## config.mk

```make
export PLATFORM = sky130hd
export DESIGN_NAME = div_16bit_restore
export DESIGN_NICKNAME = d
export VERILOG_FILES = /design/src/rtl/div_pkg.sv /design/src/rtl/div_16bit_restore_step.sv /design/src/rtl/div_16bit_restore.sv
export SDC_FILE = /design/constraint.sdc
export NUM_CORES = 1
export LEC_CHECK = 0
export ABC_AREA = 1
export BUFFER_PORTS_ARGS = -buffer_cell sky130_fd_sc_hd__buf_2
export CAP_MARGIN = 10
export CORE_UTILIZATION = 40
export CTS_BUF_LIST = sky130_fd_sc_hd__clkbuf_4
export DETAILED_ROUTE_END_ITERATION = 6
export GPL_ROUTABILITY_DRIVEN = 0
export SLEW_MARGIN = 0
export SYNTH_ARGS = -nofsm -noshare
export SYNTH_HDL_FRONTEND = slang
export SYNTH_SLANG_ARGS = --single-unit
```

## constraint.sdc

```tcl
create_clock -name i_clk -period 2.01 [get_ports i_clk]
set_input_delay 0.201 -clock i_clk [delete_from_list [all_inputs] [get_ports i_clk]]
set_output_delay 0.201 -clock i_clk [all_outputs]
set_load 0.005 [all_outputs]
```

## src/rtl/div_pkg.sv

```systemverilog
// Shared types and constants for the 16-bit restoring divider.
// Signed operation is selected with DIV_16BIT_RESTORE_SIGNED_EN.
package div_pkg;

  localparam int DATA_WIDTH = 16;
  localparam int ITER_NUM   = DATA_WIDTH;
  localparam int CNT_WIDTH  = $clog2(ITER_NUM);

  localparam logic [CNT_WIDTH-1:0] CNT_LAST = CNT_WIDTH'(ITER_NUM - 1);

  typedef enum logic [1:0] {
    IDLE,
    CALC,
    FIX,
    DONE
  } state_t;

  typedef struct packed {
    logic [DATA_WIDTH-1:0] rem;
    logic [DATA_WIDTH-1:0] quo;
    logic [DATA_WIDTH-1:0] div;
    logic                  sign_q;
    logic                  sign_r;
  } dp_t;

  // Two's complement negate when neg is set; 16'h8000 maps onto itself.
  function automatic logic [DATA_WIDTH-1:0] apply_sign(input logic [DATA_WIDTH-1:0] v,
                                                       input logic neg);
    return neg ? (~v + 1'b1) : v;
  endfunction

endpackage

```

## src/rtl/div_16bit_restore_step.sv

```systemverilog
// One combinational radix-2 restoring step on unsigned magnitudes.
module div_16bit_restore_step
  import div_pkg::*;
(
  input  logic [DATA_WIDTH-1:0] rem,
  input  logic [DATA_WIDTH-1:0] quo,
  input  logic [DATA_WIDTH-1:0] div,
  output logic [DATA_WIDTH-1:0] rem_nxt,
  output logic [DATA_WIDTH-1:0] quo_nxt
);

  logic [DATA_WIDTH:0] shifted;
  logic [DATA_WIDTH:0] trial;

  // shifted < 2*div, so the 17-bit difference never overflows its sign bit
  assign shifted = {rem, quo[DATA_WIDTH-1]};
  assign trial   = shifted - {1'b0, div};

  always_comb begin
    rem_nxt = shifted[DATA_WIDTH-1:0];
    quo_nxt = {quo[DATA_WIDTH-2:0], 1'b0};
    if (!trial[DATA_WIDTH]) begin
      rem_nxt = trial[DATA_WIDTH-1:0];
      quo_nxt = {quo[DATA_WIDTH-2:0], 1'b1};
    end
  end

endmodule

```

## src/rtl/div_16bit_restore.sv

```systemverilog
// Iterative 16-bit restoring divider with valid/ready input and o_end pulse.
// Define DIV_16BIT_RESTORE_SIGNED_EN for two's complement operands/results.
module div_16bit_restore
  import div_pkg::*;
(
  input  logic                  i_clk,
  input  logic                  i_rst_n,
  input  logic                  i_valid,
  output logic                  o_ready,
  input  logic [DATA_WIDTH-1:0] i_num_x,
  input  logic [DATA_WIDTH-1:0] i_num_y,
  output logic                  o_end,
  output logic [DATA_WIDTH-1:0] o_quo,
  output logic [DATA_WIDTH-1:0] o_rem,
  output logic                  o_err
);

  state_t                state, state_nxt;
  dp_t                   dp;
  logic [CNT_WIDTH-1:0]  cnt;
  logic [DATA_WIDTH-1:0] rem_nxt, quo_nxt;
  logic                  x_neg, y_neg;
  logic                  accept, y_zero;

`ifdef DIV_16BIT_RESTORE_SIGNED_EN
  assign x_neg = i_num_x[DATA_WIDTH-1];
  assign y_neg = i_num_y[DATA_WIDTH-1];
`else
  assign x_neg = 1'b0;
  assign y_neg = 1'b0;
`endif

  assign o_ready = (state == IDLE);
  assign o_end   = (state == DONE);
  assign accept  = i_valid && o_ready;
  assign y_zero  = (i_num_y == '0);

  div_16bit_restore_step u_step (
    .rem     (dp.rem),
    .quo     (dp.quo),
    .div     (dp.div),
    .rem_nxt (rem_nxt),
    .quo_nxt (quo_nxt)
  );

  always_ff @(posedge i_clk or negedge i_rst_n) begin
    if (!i_rst_n) state <= IDLE;
    else          state <= state_nxt;
  end

  always_comb begin
    state_nxt = state;
    case (state)
      IDLE:    if (accept) state_nxt = y_zero ? DONE : CALC;
      CALC:    if (cnt == CNT_LAST) state_nxt = FIX;
      FIX:     state_nxt = DONE;
      DONE:    state_nxt = IDLE;
      default: state_nxt = IDLE;
    endcase
  end

  always_ff @(posedge i_clk or negedge i_rst_n) begin
    if (!i_rst_n) begin
      dp    <= '0;
      cnt   <= '0;
      o_quo <= '0;
      o_rem <= '0;
      o_err <= 1'b0;
    end else begin
      case (state)
        IDLE: begin
          if (accept) begin
            cnt <= '0;
            if (y_zero) begin
              o_quo <= '1;
              o_rem <= i_num_x;
              o_err <= 1'b1;
            end else begin
              dp.rem    <= '0;
              dp.quo    <= apply_sign(i_num_x, x_neg);
              dp.div    <= apply_sign(i_num_y, y_neg);
              dp.sign_q <= x_neg ^ y_neg;
              dp.sign_r <= x_neg;
            end
          end
        end
        CALC: begin
          dp.rem <= rem_nxt;
          dp.quo <= quo_nxt;
          cnt    <= cnt + 1'b1;
        end
        FIX: begin
          // Sign flags are constant zero in the unsigned build, so this is a copy
          o_quo <= apply_sign(dp.quo, dp.sign_q);
          o_rem <= apply_sign(dp.rem, dp.sign_r);
          o_err <= 1'b0;
        end
        default: ;
      endcase
    end
  end

endmodule

```

==> metrics.md, run 1 <==
| Metric | Value |
|---|---|
| Worst path arrival time | 2410 ps |
| Root Buffer | clkbuf_4 |
| Final Skew | 23.3 ps |
| Synth top area cells | dfrtp_1 (43%), nand2_1 (17%), inv_1 (6.5%), ha_1 (5.1%), nor2_1 (4.6%) |
| Initial DRC count | 270 |
| Non-Filler Instances | 999 |
| Total Power | 11.8 mW |
| List of most frequent post-synthesis cells | nand2_1 (228), inv_1 (88), dfrtp_1 (87) |
| Mean Syn Cell Area | 7.35 um2 |
| CP Class | register to register |
| Final Cycle Share | 102% |
| GRT Util Overall | 22.0% |
| First-pass GRT wire length | 22.6 mm |
| Seq/Total Area, Yosys | 42.6% |
| Post-DRT Antenna Nets | 0 |
| Largest net degree at the start of global routing | 41 |
| RSZ-0062 raised after global routing | true |
| Worst-case vdd ir drop | 632 uV |
| Status | complete, but fails checks |
| Total Wirelength | 13.3 mm |
| CTS tree | yes |
| Crit. End Element | register |
| Filler instances | 1235 |
| Fin nets | 883 |
| CTS max path bufs | 2 |
| Placed insts | 945 |
| Chip Height | 115 um |
| Synth-to-layout area growth | 26.7% |
| Worst setup SP type | register |
| First-pass DRT Iterations | 4 |
| Die area | 13200 um2 |
| Finish-stage setup viols | 7 |
| Area of the multi-input gates | 2540 um2 |
| Post-Syn Area | 5100 um2 |
| Initial Util | 41.8% |
| Fin. Hold Viols | 0 |
| CP max-delay cell | dfrtp_1 |
| Cell Chain, Critical Path | ha_4 > inv_2 > fa_2 > nand2_2 > nand2_2 > nand3_2 > nand2_2 > nand2_4 > nand3_4 > buf_12 > nand3_2 > nand2_1 > nand2_1 > nand2_1 |
| Critical Path RT | 2380 ps |
| Core Area | 12200 um2 |
| Sink Count | 87 |
| TritonCTS buffer count | 9 |
| Post-synth EDFFs | 0 |
| IO Count | 70 |
| DRC | 0 |
| Layout cell share with drive strength beyond 1 | 20.1% |
| Ys async rst share | 100% |
| Clk pin slew, worst setup/hold paths | 150 ps |
| MaxCap Viol Count | 0 |
| Cell variety after synth | 30 |
| PnR worst setup slack | -33.2 ps |
| Final critical-path required period | 2040 ps |
| Finished Cell Area | 6470 um2 |
| CP max FO | 6 |
| Clock Latency Late Sink | 470 ps |
| Chip width | 115 um |
| Ys Warns | 0 |
| Synth top area share | 42.6% |
| Vias | 4854 |
| Worst path max stage delay | 460 ps |
| Violated checks | negative setup slack |
| Slew headroom | 63.8% |
| Vias/cell | 4.86 |
| Worst Tran Pin Value | 543 ps |
| Fmax | 489 MHz |
| Cell with the most instances after synthesis | nand2_1 |
| H-tree levels | 3 |
| Pre-CTS setup slack | -64.3 ps |
| Leak | 3.43 nW |
| Initial antenna violation count | 0 |
| Routed len/inst | 13.4 um |
| Post-DP HPWL | 9.76 mm |
| Floorplan row count | 40 |
| Cells after Synth | 695 |
| Overflow after GRT | 0 |
| Slew Viols, Final | 0 |
| FF+latch area | 2180 um2 |
| Syn_nets | 752 |
| #FFs+latches synth | 87 |
| ANT cells | 0 |
| Pwr Density | 1830 nW/um2 |
| Post-DP Area | 5850 um2 |
| Prevailing post-synth register cell | dfrtp_1 |
| Largest area contributor in the netlist | dfrtp_1 |
| Min-Delay Path Class | input port to register |
| Number of port buffers | 69 |
| Vias in the first global route | 4916 |
-- final cells by class --
cell class              instances  share of cell area, %
flip-flops and latches         87                   33.7
repair buffers                145                   16.4
multi-input cells             492                   39.3
well taps                     168                   3.25
clock inverters                 6                  0.948
inverters                      91                   5.28
clock buffers                  10                   1.16
-- path summary, 6_finish.rpt --
check	start	slack (ps)	end	cells past startpoint
max	dp[2]	-30	dp[49]	14
min	i_num_x[14]	40	dp[32]	3
max reg2reg	dp[2]	-30	dp[49]	14
min reg2reg	o_quo[12]	490	o_quo[12]	2
max in group asynchronous	i_rst_n	1190	o_rem[11]	3
min in group asynchronous	i_rst_n	170	o_quo[0]	2
-- metal layers --
metal,share of wire (%),vias up,GRT usage [%]
met5,0,-,0
met4,2.1,0,9.52
met3,4.2,22,2.95
met2,45,129,36.3
met1,49,2251,29.1
li1,-,2452,-
-- flip-flops by register name, indices dropped and copies added (netlist names) --
name,flops
dp,48
state,2
o_err,1
o_quo,16
cnt,4
o_rem,16
-- worst max-delay path, delay by kind of cell (launching register included) --
family / cells / cell delay, ps
flops: 1 / 460
buf+inv: 2 / 220
simple gates: 10 / 780
fa+ha+maj: 2 / 500
-- power breakdown --
group          switching, mW  internal [mW]
clock network          0.633          0.390
logic                   4.49           3.09
registers              0.590           2.62
total                   5.71           6.10
-- logic make-up after synthesis --
| logic type | Yosys count | share of synthesized area (%) |
|---|---|---|
| AOI/OAI and AO/OA | 95 | 10.1 |
| xor gates and xnor gates | 8 | 1.37 |
| adders and majority gates | 22 | 5.54 |
| buffers and inverters | 116 | 9.19 |
| DFF | 87 | 42.6 |
| and+or+nand+nor | 367 | 31.2 |
-- stage by stage --
step,hold slack (ps),util (%),setup TNS (ps)
after floorplan,-94.6,-,0
after global placement,135,47.9,-564
after detailed placement,141,47.9,-739
after CTS,10.1,52.4,-367
after global routing,41.8,53.0,-1780
final,39.9,53.0,-86.1
-- placed cells by master (no fill, tap or decap), types with 28 or more instances in the layout --
master         netlist  layout
dlygate4sd3_1        0      31
o21ai_0             34      34
buf_4                3      38
a21oi_1             41      40
inv_1               88      86
dfrtp_1             87      87
buf_2                9      68
nand3_1             34      28
nand2_1            228     225
nor2_1              63      60
-- repair_timing --
action                     in CTS  in global routing
resized for setup              18                  6
hold endpoints to repair      102                  0
hold buffers                   31                  0
cloned                          1                  0
setup buffers                   2                  4
pin swaps                      10                 14
setup endpoints to repair      17                 45
(Power assumes the default switching activity.)
==> run 2, diff against run 1 <==
--- a/config.mk
+++ b/config.mk
@@ -12,6 +12,7 @@
 export CTS_BUF_LIST = sky130_fd_sc_hd__clkbuf_4
 export DETAILED_ROUTE_END_ITERATION = 6
 export GPL_ROUTABILITY_DRIVEN = 0
+export RECOVER_POWER = 25
 export SLEW_MARGIN = 0
 export SYNTH_ARGS = -nofsm -noshare
 export SYNTH_HDL_FRONTEND = slang
==> metrics.md, run 2 (synthesized netlist as in run 1, its figures left out) <==
| Metric | Value |
|---|---|
| Slew Viols, Final | 0 (unchanged) |
| Clock group share of total power | 8.7% (about the same) |
| Filler instances | 1240 (was 1235) |
| Worst Tran Pin Value | 1460 ps (was 543 ps) |
| Initial antenna violation count | 0 (unchanged) |
| Worst path arrival time | 2410 ps (about the same) |
| RSZ-0062 raised after global routing | true (unchanged) |
| Largest net degree at the start of global routing | 41 (unchanged) |
| Clock Latency Late Sink | 470 ps (about the same) |
| CP max FO | 6 (unchanged) |
| Vias | 4855 (was 4854) |
| DRC | 0 (unchanged) |
| Commonest cells after routing, fill and taps aside | nand2_1 (225), dfrtp_1 (87), inv_1 (86) (unchanged) |
| Slew headroom | 2.47% (was 63.8%) |
| CTS tree | yes (unchanged) |
| Final Skew | 23.3 ps (about the same) |
| First-pass GRT wire length | 22.6 mm (unchanged) |
| Synth-to-layout area growth | 26.4% (was 26.7%) |
| Clk pin slew, worst setup/hold paths | 150 ps (about the same) |
| Worst setup SP type | register (unchanged) |
| Pre-CTS setup slack | -64.3 ps (unchanged) |
| Core Area | 12200 um2 (unchanged) |
| Finish-stage setup viols | 7 (unchanged) |
| Hold Crit Depth | 3 (unchanged) |
| Post-DRT Antenna Nets | 0 (unchanged) |
| Critical path depth in cells | 14 (unchanged) |
| Root Buffer | clkbuf_4 (unchanged) |
| Initial DRC count | 270 (unchanged) |
| Violated checks | negative setup slack (unchanged) |
| CP top delay family | simple AND/OR/NAND/NOR gates (unchanged) |
| PnR worst setup slack | -33.9 ps (was -33.2 ps) |
| Fin. Hold Viols | 0 (unchanged) |
| Min-Delay Path Class | input port to register (unchanged) |
| Most common cell after layout, fill and taps aside | nand2_1 (unchanged) |
| Total Power | 11.8 mW (about the same) |
| Number of port buffers | 69 (unchanged) |
| Worst path max stage delay | 460 ps (about the same) |
| Sequential power share | 27.2% (about the same) |
| Post-DP HPWL | 9.76 mm (unchanged) |
| First-pass DRT Iterations | 4 (unchanged) |
| Largest Register | dp (unchanged) |
| Vias/cell | 4.86 (about the same) |
| CP Class | register to register (unchanged) |
| Combinational share of power | 64.2% (about the same) |
| Pwr Density | 1830 nW/um2 (about the same) |
| CP max-delay cell | dfrtp_1 (unchanged) |
| TritonCTS buffer count | 9 (unchanged) |
| Leak | 3.42 nW (was 3.43 nW) |
| GRT Util Overall | 22.0% (unchanged) |
| Crit. End Element | register (unchanged) |
| Worst-case vdd ir drop | 632 uV (about the same) |
| Chip Height | 115 um (unchanged) |
| Max reg flops | 48 (unchanged) |
| Status | complete, but fails checks (unchanged) |
| Biggest regs | dp (48), o_quo (16), o_rem (16) (unchanged) |
| Int Pwr | 6.10 mW (about the same) |
| H-tree levels | 3 (unchanged) |
| Final setup TNS | -87.7 ps (was -86.1 ps) |
| Final Cycle Share | 102% (about the same) |
| Vias in the first global route | 4916 (unchanged) |
| Switch share | 48.4% (was 48.3%) |
| Final Util | 52.8% (was 53.0%) |
| ANT cells | 0 (unchanged) |
| Total Wirelength | 13.4 mm (was 13.3 mm) |
| Sink Count | 87 (unchanged) |
| IO Count | 70 (unchanged) |
| Switching power total | 5.71 mW (about the same) |
| Reg2Reg Depth | 14 (unchanged) |
| Bufs and invs on worst path | 2 (unchanged) |
| Overflow after GRT | 0 (unchanged) |
| MaxCap Viol Count | 0 (unchanged) |
| Critical Path RT | 2380 ps (about the same) |
| Routed len/inst | 13.4 um (about the same) |
| Initial Util | 41.8% (unchanged) |
| Layout cell share with drive strength beyond 1 | 20.0% (was 20.1%) |
| Fin nets | 883 (unchanged) |
| CTS max path bufs | 2 (unchanged) |
| Final critical-path required period | 2040 ps (about the same) |
| Post-DP Area | 5850 um2 (unchanged) |
| Fmax | 489 MHz (about the same) |
| Finished Cell Area | 6450 um2 (was 6470 um2) |
| Floorplan row count | 40 (unchanged) |
| Cell Chain, Critical Path | ha_4 > inv_2 > fa_2 > nand2_2 > nand2_2 > nand3_2 > nand2_2 > nand2_4 > nand3_4 > buf_12 > nand3_2 > nand2_1 > nand2_1 > nand2_1 (unchanged) |
| Chip width | 115 um (unchanged) |
| Die area | 13200 um2 (unchanged) |
run 2: metal layers:
metal,track usage [%],up-vias,part of all wire (%)
met5,0,-,0
li1,-,2452,-
met4,9.52,0,2.1
met3,2.95,22,4.0
met2,36.3,123,45
met1,29.1,2258,49
run 2: path summary, 6_finish.rpt:
check / startpoint / endpoint / slack [ps]
max: dp[2] / dp[49] / -30
min: i_num_x[14] / dp[32] / 40
max reg2reg: dp[2] / dp[49] / -30
min reg2reg: o_quo[12] / o_quo[12] / 490
max in group asynchronous: i_rst_n / dp[14] / 350
min in group asynchronous: i_rst_n / o_quo[0] / 600
run 2: layout make-up:
type / count / area (um2) / share of cell area [%]
multi-input cells: 492 / 2540 / 39.4
flip-flops and latches: 87 / 2180 / 33.7
repair buffers: 145 / 1050 / 16.2
inverters: 91 / 342 / 5.29
well taps: 168 / 210 / 3.26
clock buffers: 10 / 75.1 / 1.16
clock inverters: 6 / 61.3 / 0.950
run 2: power by group through the flow:
stage / clock [mW] / combinational [mW] / sequential [mW]
floorplan: 0 / 5.06 / 3.14
global placement: 0 / 6.97 / 3.19
detailed placement: 0 / 7.12 / 3.25
CTS: 1.05 / 7.45 / 3.21
global route: 1.11 / 8.67 / 3.31
finish: 1.02 / 7.58 / 3.21
run 2: worst reg2reg max path, delay by kind of cell, from the launching register on:
family | cells | cell delay (ps)
fa+ha+maj | 2 | 510
buf+inv | 2 | 220
flops | 1 | 460
simple gates | 10 | 780
run 2: stage by stage:
stage	hold slack (ps)	cells
detailed placement	141	945
global placement	135	945
CTS	10.1	995
global route	41.8	999
floorplan	-94.6	695
finish	40.0	999
run 2: timing repair:
action / CTS / global route
hold buffers: 31 / 0
pin swaps: 10 / 14
resized for setup: 18 / 6
endpoints found under the setup margin: 17 / 45
gates cloned: 1 / 0
endpoints found under the hold margin: 102 / 0
buffers inserted: 2 / 4
